**src/rtl/sc_et_controller.sv**
```systemverilog
// sc_et_controller: sequences one stochastic-computing bitstream evaluation,
// checking the scaled estimate at every power-of-two length and stopping early
// once two consecutive checkpoints agree within a latched tolerance.
module sc_et_controller #(
  parameter int unsigned TW     = 8,
  parameter int unsigned MIN_LG = 1
) (
  input  logic                       clk,
  input  logic                       rst,
  input  logic                       start,
  input  logic [TW:0]                thresh,
  input  logic                       bit_in,
  output logic                       sng_rst,
  output logic                       sng_en,
  output logic                       busy,
  output logic                       done,
  output logic [TW:0]                result,
  output logic [$clog2(TW+1)-1:0]    len_lg,
  output logic                       early
);

  localparam int unsigned CW = TW + 1;
  localparam int unsigned LW = $clog2(TW + 1);

  typedef enum logic [1:0] {IDLE, INIT, RUN, DONE} state_t;

  state_t          state, state_d;
  logic [CW-1:0]   cnt, cnt_d;
  logic [CW-1:0]   ones, ones_d;
  logic [CW-1:0]   prev_est, prev_est_d;
  logic            prev_valid, prev_valid_d;
  logic [CW-1:0]   thr, thr_d;
  logic [CW-1:0]   result_d;
  logic [LW-1:0]   len_lg_d;
  logic            early_d;
  logic            sng_rst_d, sng_en_d, busy_d, done_d;

  logic [CW-1:0]   cnt_inc, ones_inc, est, diff;
  logic [LW-1:0]   lg;
  logic            ckpt, last;

  // Checkpoint decode: detect power-of-two lengths and scale ones to full range
  always_comb begin
    cnt_inc  = cnt + CW'(1);
    ones_inc = ones + CW'(bit_in);
    ckpt     = 1'b0;
    lg       = '0;
    for (int unsigned i = MIN_LG; i <= TW; i++) begin
      if (cnt_inc == (CW'(1) << i)) begin
        ckpt = 1'b1;
        lg   = LW'(i);
      end
    end
    est  = ones_inc << (CW'(TW) - CW'(lg));
    diff = (est >= prev_est) ? (est - prev_est) : (prev_est - est);
    last = (cnt_inc == (CW'(1) << TW));
  end

  // Next-state, datapath updates and next output values
  always_comb begin
    state_d      = state;
    cnt_d        = cnt;
    ones_d       = ones;
    prev_est_d   = prev_est;
    prev_valid_d = prev_valid;
    thr_d        = thr;
    result_d     = result;
    len_lg_d     = len_lg;
    early_d      = early;
    unique case (state)
      IDLE: begin
        if (start) begin
          state_d      = INIT;
          thr_d        = thresh;
          cnt_d        = '0;
          ones_d       = '0;
          prev_valid_d = 1'b0;
        end
      end
      INIT: state_d = RUN;
      RUN: begin
        cnt_d  = cnt_inc;
        ones_d = ones_inc;
        if (ckpt) begin
          // A full-length stop reports early=0 even when the tolerance also passes
          if ((prev_valid && (diff <= thr)) || last) begin
            state_d  = DONE;
            result_d = est;
            len_lg_d = lg;
            early_d  = ~last;
          end else begin
            prev_est_d   = est;
            prev_valid_d = 1'b1;
          end
        end
      end
      DONE:    state_d = IDLE;
      default: state_d = IDLE;
    endcase
    sng_rst_d = (state_d == INIT);
    sng_en_d  = (state_d == RUN);
    busy_d    = (state_d == INIT) || (state_d == RUN);
    done_d    = (state_d == DONE);
  end

  // State, datapath and registered outputs
  always_ff @(posedge clk) begin
    if (rst) begin
      state      <= IDLE;
      cnt        <= '0;
      ones       <= '0;
      prev_est   <= '0;
      prev_valid <= 1'b0;
      thr        <= '0;
      result     <= '0;
      len_lg     <= '0;
      early      <= 1'b0;
      sng_rst    <= 1'b0;
      sng_en     <= 1'b0;
      busy       <= 1'b0;
      done       <= 1'b0;
    end else begin
      state      <= state_d;
      cnt        <= cnt_d;
      ones       <= ones_d;
      prev_est   <= prev_est_d;
      prev_valid <= prev_valid_d;
      thr        <= thr_d;
      result     <= result_d;
      len_lg     <= len_lg_d;
      early      <= early_d;
      sng_rst    <= sng_rst_d;
      sng_en     <= sng_en_d;
      busy       <= busy_d;
      done       <= done_d;
    end
  end

endmodule

```
**config.mk**
```make
export PLATFORM = sky130hd
export DESIGN_NAME = sc_et_controller
export DESIGN_NICKNAME = d
export VERILOG_FILES = /design/src/rtl/sc_et_controller.sv
export SDC_FILE = /design/constraint.sdc
export NUM_CORES = 1
export LEC_CHECK = 0
export CORE_MARGIN = 10
export CORE_UTILIZATION = 55
export CTS_CLUSTER_DIAMETER = 60
export DETAILED_ROUTE_END_ITERATION = 8
export GPL_ROUTABILITY_DRIVEN = 0
export HOLD_SLACK_MARGIN = 0.08
export PLACE_DENSITY = 0.81
export RECOVER_POWER = 25
export SLEW_MARGIN = 20
export SYNTH_ARGS = -nofsm -noshare
export SYNTH_HDL_FRONTEND = slang
export SYNTH_SLANG_ARGS = --single-unit
export TNS_END_PERCENT = 50
```
**constraint.sdc**
```tcl
create_clock -name clk -period 8.2 [get_ports clk]
set_input_delay 1.64 -clock clk [delete_from_list [all_inputs] [get_ports clk]]
set_output_delay 1.64 -clock clk [all_outputs]
set_load 0.02 [all_outputs]
```
==> summary.md, run 1 <==
| Metric | Value |
|---|---|
| Status | finished clean |
| Combinational power share | 38.5% |
| PortBufs | 30 |
| Residual DRC | 0 |
| Worst EP arrival | 8.04 ns |
| Row count | 32 |
| Seq cells post-synth | 57 |
| Crit path from | bit_in |
| Initial Utilization | 57.3% |
| WL per Instance | 16.5 µm |
| Startpoint Class | primary input |
| Flop pwr share | 31.2% |
| Pwr dens | 195 nW/µm² |
| Period minus WS final | 7.82 ns |
| Synth-to-layout area growth | 13.7% |
| Mapped Nets | 595 |
| Total Wirelength | 11100 µm |
| Final hold viol count | 0 |
| Slowest cell on crit path | clkdlybuf4s50_1 |
| Lkg Pwr | 1.98 nW |
| Most frequent cells in the layout | nand2_1, dfxtp_1, nor2_1 |
| # H-tree levels | 3 |
| Core ar. | 7810 µm² |
| Post-DRT Antenna Nets | 0 |
| Post-Layout Cell Count | 671 |
| Io pins | 31 |
| EDFF count, synth | 0 |
| Global-route wire length before repair | 18100 µm |
| Cells after Synth | 543 |
| Gr usage total | 18.3% |
| Fin worst setup slack | 0.377 ns |
| Total power | 993 µW |
| Pre-antenna DRT Iters | 5 |
| Worst-margin pin slew | 0.794 ns |
| Worst-Skew Late Latency | 0.35 ns |
| Most used cell along the critical path | ha_1 |
| Crit path to | busy |
| R2r startpoint | cnt[1] |
| Critical path endpoint category | flop |
| Nets | 616 |
| Seq/Total Area, Yosys | 25.5% |
| Setup violators final | 0 |
| Clk buf depth | 2 |
| Worst Skew | 0.00930 ns |
| Post-synthesis cell type count | 76 |
| Worst R2R End | busy |
| CP Max Fanout | 6 |
| Crit path largest cell delay | 0.46 ns |
| Cell Int Power | 625 µW |
| Maximum vdd drop | 0.109 mV |
| Most common cell after layout, fill and taps aside | nand2_1 |
| Max-cap violation count | 0 |
| Die area | 12100 µm² |
| R2R Setup Slk | 0.44 ns |
| WP data required | 8.42 ns |
| Root buf cell | clkbuf_8 |
| Synth warn | 0 |
| Place WS | 0.0435 ns |
| Diodes inserted | 0 |
| Synth Cell Area | 4470 µm² |
| Overflow after GRT | 0 |
| Violation count after the first detailed-route iteration | 363 |
| Largest net degree at the start of global routing | 59 |
| Vias | 4025 |
| Placed cells | 653 |
| Reg2reg path depth | 29 |
| Dpl hpwl | 7930 µm |
| Die span in y | 110 µm |
| Hold Buf Count CTS | 0 |
| Layout cells sized above 1 | 11.4% |
| Pins over their slew limit | 0 |
| Sw frac | 37.1% |
| Worst-path clk slew | 0.07 ns |
| Crit Path Category | in -> reg |
| Clock share of power | 30.2% |
| Async SR Flop Fraction | 0% |
| RSZ-0062 raised after global routing | true |
| Synth Flop Type | dfxtp_1 |
| CTS tree | done |
| DR vias/cell | 6.00 |
| Die W | 110 µm |
| Sinks on the clock net | 57 |
| Vias in the first global route | 3824 |
| Fmax | 128 MHz |
| Syn avg cell area | 8.24 µm² |
| Inserted Clock Buffers | 9 |
| Sw power | 368 µW |
| Fin crit share | 95.4% |
| Worst min path class | reg -> reg |
| Initial antenna violation count | 0 |
| Max transition margin | 46.7% |
[worst max-delay path, delay by kind of cell]
family                   cells  cell delay (ns)
AO/OA/AOI/OAI                9             1.74
adder cells (fa/ha/maj)      5             1.29
AND/OR/NAND/NOR              8             1.13
multiplexers                 3             0.93
buffers and inverters        4             0.85
XOR/XNOR                     2             0.45
[per-layer routing]
metal	global-route usage [%]	vias to the layer above	wire length [µm]
li1	-	1952	-
met1	22.2	1906	4670
met2	31.3	143	5460
met3	4.18	24	711
met4	5.96	0	213
met5	0	-	0
[state kept, by name (all words and copies together), names as in the netlist, 2 cells and up]
name and cells:
state 2, ones 9, prev_est 9, cnt 9, len_lg 4, thr 9
result 9
[cell type report]
cell class / count / area (µm²)
clock buffers: 9 / 124
clock inverters: 7 / 104
fillers: 666 / 2720
inverters: 44 / 165
multi-input cells: 412 / 3040
flip-flops and latches: 57 / 1140
well taps: 102 / 128
repair buffers: 40 / 382
[power groups by stage]
stage,sequential (mW),combinational [mW],clock (mW)
after CTS,0.310,0.355,0.306
after global placement,0.316,0.333,0
after global routing,0.312,0.422,0.321
after detailed placement,0.316,0.349,0
final,0.310,0.383,0.300
after floorplan,0.323,0.255,0
[Yosys cell counts, types with 3 or more instances]
cell	number	share of area, %
a211oi_1	8	1.3
a21o_1	4	0.67
a21oi_1	43	4.8
a22oi_1	7	1.2
a31oi_1	4	0.56
and2_1	3	0.42
and3_1	7	0.98
and3b_1	3	0.59
buf_2	6	0.67
buf_4	5	0.84
buf_6	4	1.0
clkbuf_1	15	1.3
dfxtp_1	57	26
ha_1	37	10
inv_1	44	3.7
mux2i_1	19	4.3
mux4_2	4	2.0
nand2_1	58	4.9
nand2b_1	6	0.84
nand3_1	17	1.9
nand3b_1	8	1.3
nand4_1	5	0.70
nor2_1	45	3.8
nor2b_1	5	0.70
nor3_1	10	1.1
nor4_1	3	0.42
o211ai_1	3	0.50
o21a_1	4	0.67
o21ai_0	19	2.1
o21ai_1	6	0.67
o21bai_1	3	0.50
o31ai_1	6	1.0
or3_4	3	0.76
xnor2_1	12	2.3
xor2_1	8	1.6
[timing repair]
action                     CTS  global route
buffers inserted             0             1
setup endpoints to repair    0            26
hold endpoints to repair     0             0
resized for setup            0            13
[stage by stage]
step | util (%) | area [µm²] | setup TNS (ns) | hold WS, ns
final | 65.1 | 5090 | 0 | 0.452
after detailed placement | 61.3 | 4790 | 0 | 0.446
after CTS | 64.2 | 5010 | 0 | 0.454
after floorplan | - | 4470 | 0 | 0.436
after global placement | 61.3 | 4790 | 0 | 0.439
after global routing | 65.1 | 5090 | -0.207 | 0.466
[worst min path at each step]
stage,startpoint,endpoint,slack [ns],cells past startpoint
after global placement,result[1],result[1],0.44,2
after global routing,result[1],result[1],0.47,2
after floorplan,thr[1],thr[1],0.44,2
after detailed placement,result[1],result[1],0.45,2
final,result[1],result[1],0.45,2
after CTS,result[1],result[1],0.45,2
[kinds of logic after synthesis]
family / after synthesis / synth area share, %
AO/OA/AOI/OAI: 132 / 20.5
adder cells (fa/ha/maj): 39 / 11.2
buffers and inverters: 74 / 7.47
multiplexers: 27 / 7.94
AND/OR/NAND/NOR: 192 / 22.7
flip-flops: 57 / 25.5
XOR/XNOR: 22 / 4.64
Power figures use the tool's default switching activity.
==> inputs of run 2 (changes only) <==
--- a/config.mk
+++ b/config.mk
@@ -9,7 +9,6 @@
 export CORE_UTILIZATION = 55
 export CTS_CLUSTER_DIAMETER = 60
 export DETAILED_ROUTE_END_ITERATION = 8
-export GPL_ROUTABILITY_DRIVEN = 0
 export HOLD_SLACK_MARGIN = 0.08
 export PLACE_DENSITY = 0.81
 export RECOVER_POWER = 25
==> summary.md, run 2 (same netlist as run 1, synthesis figures left out) <==
| Metric | Value |
|---|---|
| Die area | 12100 µm² (unchanged) |
| CP Max Fanout | 14 (was 6) |
| Clk buf depth | 2 (unchanged) |
| Final hold viol count | 0 (unchanged) |
| Gr usage total | 17.7% (was 18.3%) |
| R2r startpoint | cnt[1] (unchanged) |
| Period minus WS final | 7.67 ns (was 7.82 ns) |
| Sinks on the clock net | 57 (unchanged) |
| Layout cells sized above 1 | 10.1% (was 11.4%) |
| Pwr dens | 187 nW/µm² (was 195 nW/µm²) |
| Worst EP arrival | 7.88 ns (was 8.04 ns) |
| WL per Instance | 15.9 µm (was 16.5 µm) |
| Diodes inserted | 0 (unchanged) |
| Most frequent cells in the layout | nand2_1, dfxtp_1, nor2_1 (unchanged) |
| Worst-margin pin slew | 1.08 ns (was 0.794 ns) |
| Worst Path Buf+Inv | 4 (unchanged) |
| Core ar. | 7810 µm² (unchanged) |
| Io pins | 31 (unchanged) |
| Worst-path clk slew | 0.08 ns (was 0.07 ns) |
| Residual DRC | 0 (unchanged) |
| Slowest cell on crit path | clkdlybuf4s50_1 (unchanged) |
| Crit path largest cell delay | 0.46 ns (about the same) |
| Pins over their slew limit | 0 (unchanged) |
| Synth-to-layout area growth | 11.7% (was 13.7%) |
| Worst-Skew Late Latency | 0.36 ns (was 0.35 ns) |
| Global-route wire length before repair | 17500 µm (was 18100 µm) |
| Initial antenna violation count | 0 (unchanged) |
| Post-CTS Setup Bufs | 0 (unchanged) |
| Max-cap violation count | 0 (unchanged) |
| Worst min path class | reg -> reg (unchanged) |
| Register area | 1140 µm² (unchanged) |
| Post-DRT Antenna Nets | 0 (unchanged) |
| Critical path endpoint category | flop (unchanged) |
| Lkg Pwr | 1.95 nW (was 1.98 nW) |
| PortBufs | 30 (unchanged) |
| Initial Utilization | 57.3% (unchanged) |
| Critical path's top delay family | compound AO/OA/AOI/OAI gates (unchanged) |
| Vias in the first global route | 3715 (was 3824) |
| Violation count after the first detailed-route iteration | 246 (was 363) |
| Status | finished clean (unchanged) |
| DR vias/cell | 5.93 (was 6.00) |
| CTS tree | done (unchanged) |
| Worst Skew | 0.0131 ns (was 0.00930 ns) |
| WP data required | 8.41 ns (was 8.42 ns) |
| R2R Setup Slk | 0.57 ns (was 0.44 ns) |
| GPL Wtd Cong | 0.887 |
| Worst R2R End | result[8] (was busy) |
| Min-Delay Path Depth | 2 (unchanged) |
| Crit Path Category | in -> reg (unchanged) |
| Place WS | 0.0896 ns (was 0.0435 ns) |
| Die W | 110 µm (unchanged) |
| Overflow after GRT | 0 (unchanged) |
| Total power | 937 µW (was 993 µW) |
| Root buf cell | clkbuf_8 (unchanged) |
| Fin worst setup slack | 0.526 ns (was 0.377 ns) |
| Dpl hpwl | 7640 µm (was 7930 µm) |
| Startpoint Class | primary input (unchanged) |
| Setup violators final | 0 (unchanged) |
| Row count | 32 (unchanged) |
| Vias | 3958 (was 4025) |
| Fin crit share | 93.6% (was 95.4%) |
| Fmax | 130 MHz (was 128 MHz) |
| Inserted Clock Buffers | 9 (unchanged) |
| Maximum vdd drop | 0.129 mV (was 0.109 mV) |
| Post-Layout Cell Count | 668 (was 671) |
| Largest net degree at the start of global routing | 59 (unchanged) |
| RSZ-0062 raised after global routing | false (was true) |
| Die span in y | 110 µm (unchanged) |
| Crit path from | bit_in (unchanged) |
| Fill cell count | 671 (was 666) |
| Max transition margin | 27.8% (was 46.7%) |
| Setup TNS | 0 ns (unchanged) |
| Total Wirelength | 10600 µm (was 11100 µm) |
| Most common cell after layout, fill and taps aside | nand2_1 (unchanged) |
| Pre-antenna DRT Iters | 4 (was 5) |
| Worst hold path startpoint | result[3] (was result[1]) |
| Placed cells | 652 (was 653) |
| # H-tree levels | 3 (unchanged) |
| Nets | 613 (was 616) |
| Reg2reg path depth | 33 (was 29) |
| Area occupied by multi-input gates | 3010 µm² (was 3040 µm²) |
| Hold Path End | result[3] (was result[1]) |
| Most used cell along the critical path | ha_1 (unchanged) |
run 2: cell count changes in the layout (fill, tap and decap cells not counted), moves of 2 or more:
| cell | before | now |
|---|---|---|
| mux2i_1 | 16 | 18 |
| o31ai_2 | 3 | 1 |
| clkinv_4 | 4 | 0 |
| o31ai_1 | 3 | 5 |
| buf_6 | 2 | 0 |
| dlygate4sd3_1 | 0 | 5 |
| clkinvlp_4 | 0 | 3 |
| clkdlybuf4s50_1 | 29 | 24 |
run 2: layout make-up:
type | instances | share of cell area (%)
Sequential cell | 57 | 22.8
Multi-Input combinational cell | 412 | 60.3
Clock inverter | 6 | 1.33
Timing Repair Buffer | 37 | 6.96
Inverter | 44 | 3.30
Tap cell | 102 | 2.55
Clock buffer | 10 | 2.75
run 2: worst register-to-register path: cells and delay by family, from the launching register on:
kind,cells,cell delay [ns]
flops,1,0.57
xor+xnor,1,0.15
fa+ha+maj,4,1.57
simple gates,10,1.50
buf+inv,2,0.52
compound gates,13,2.30
mux,3,0.88
run 2: metrics by stage:
stage	hold WS, ns	area [µm²]	util, %
3_3_place_gp	0.439	4780	61.2
6_report	0.454	5000	64.0
5_1_grt	0.480	5000	64.0
2_1_floorplan	0.436	4470	-
3_5_place_dp	0.445	4780	61.2
4_1_cts	0.456	4980	63.8
run 2: worst max-delay path by stage:
stage | endpoint | slack (ns) | depth (start not counted)
after floorplan | busy | 0.78 | 34
after detailed placement | busy | 0.09 | 34
after global routing | busy | 0.08 | 34
after CTS | busy | 0.25 | 34
final | result[8] | 0.53 | 33
after global placement | busy | 0.34 | 34
run 2: repair_timing:
item / in CTS / in global routing
hold buffers: 0 / 0
resized for setup: 0 / 4
hold endpoints to repair: 0 / 0
endpoints found under the setup margin: 0 / 26
run 2: power by group:
part | leakage (nW) | total, mW | internal, mW | switching [mW]
clock network | 0.0949 | 0.276 | 0.149 | 0.127
registers | 0.461 | 0.310 | 0.299 | 0.0111
logic | 1.39 | 0.351 | 0.137 | 0.213
run 2: layer usage:
metal | GRT usage (%) | wire length, µm | vias up
li1 | - | - | 1947
met1 | 22.2 | 4710 | 1874
met2 | 29.2 | 5070 | 121
met3 | 5.17 | 703 | 16
met4 | 4.77 | 148 | 0
met5 | 0 | 0 | -
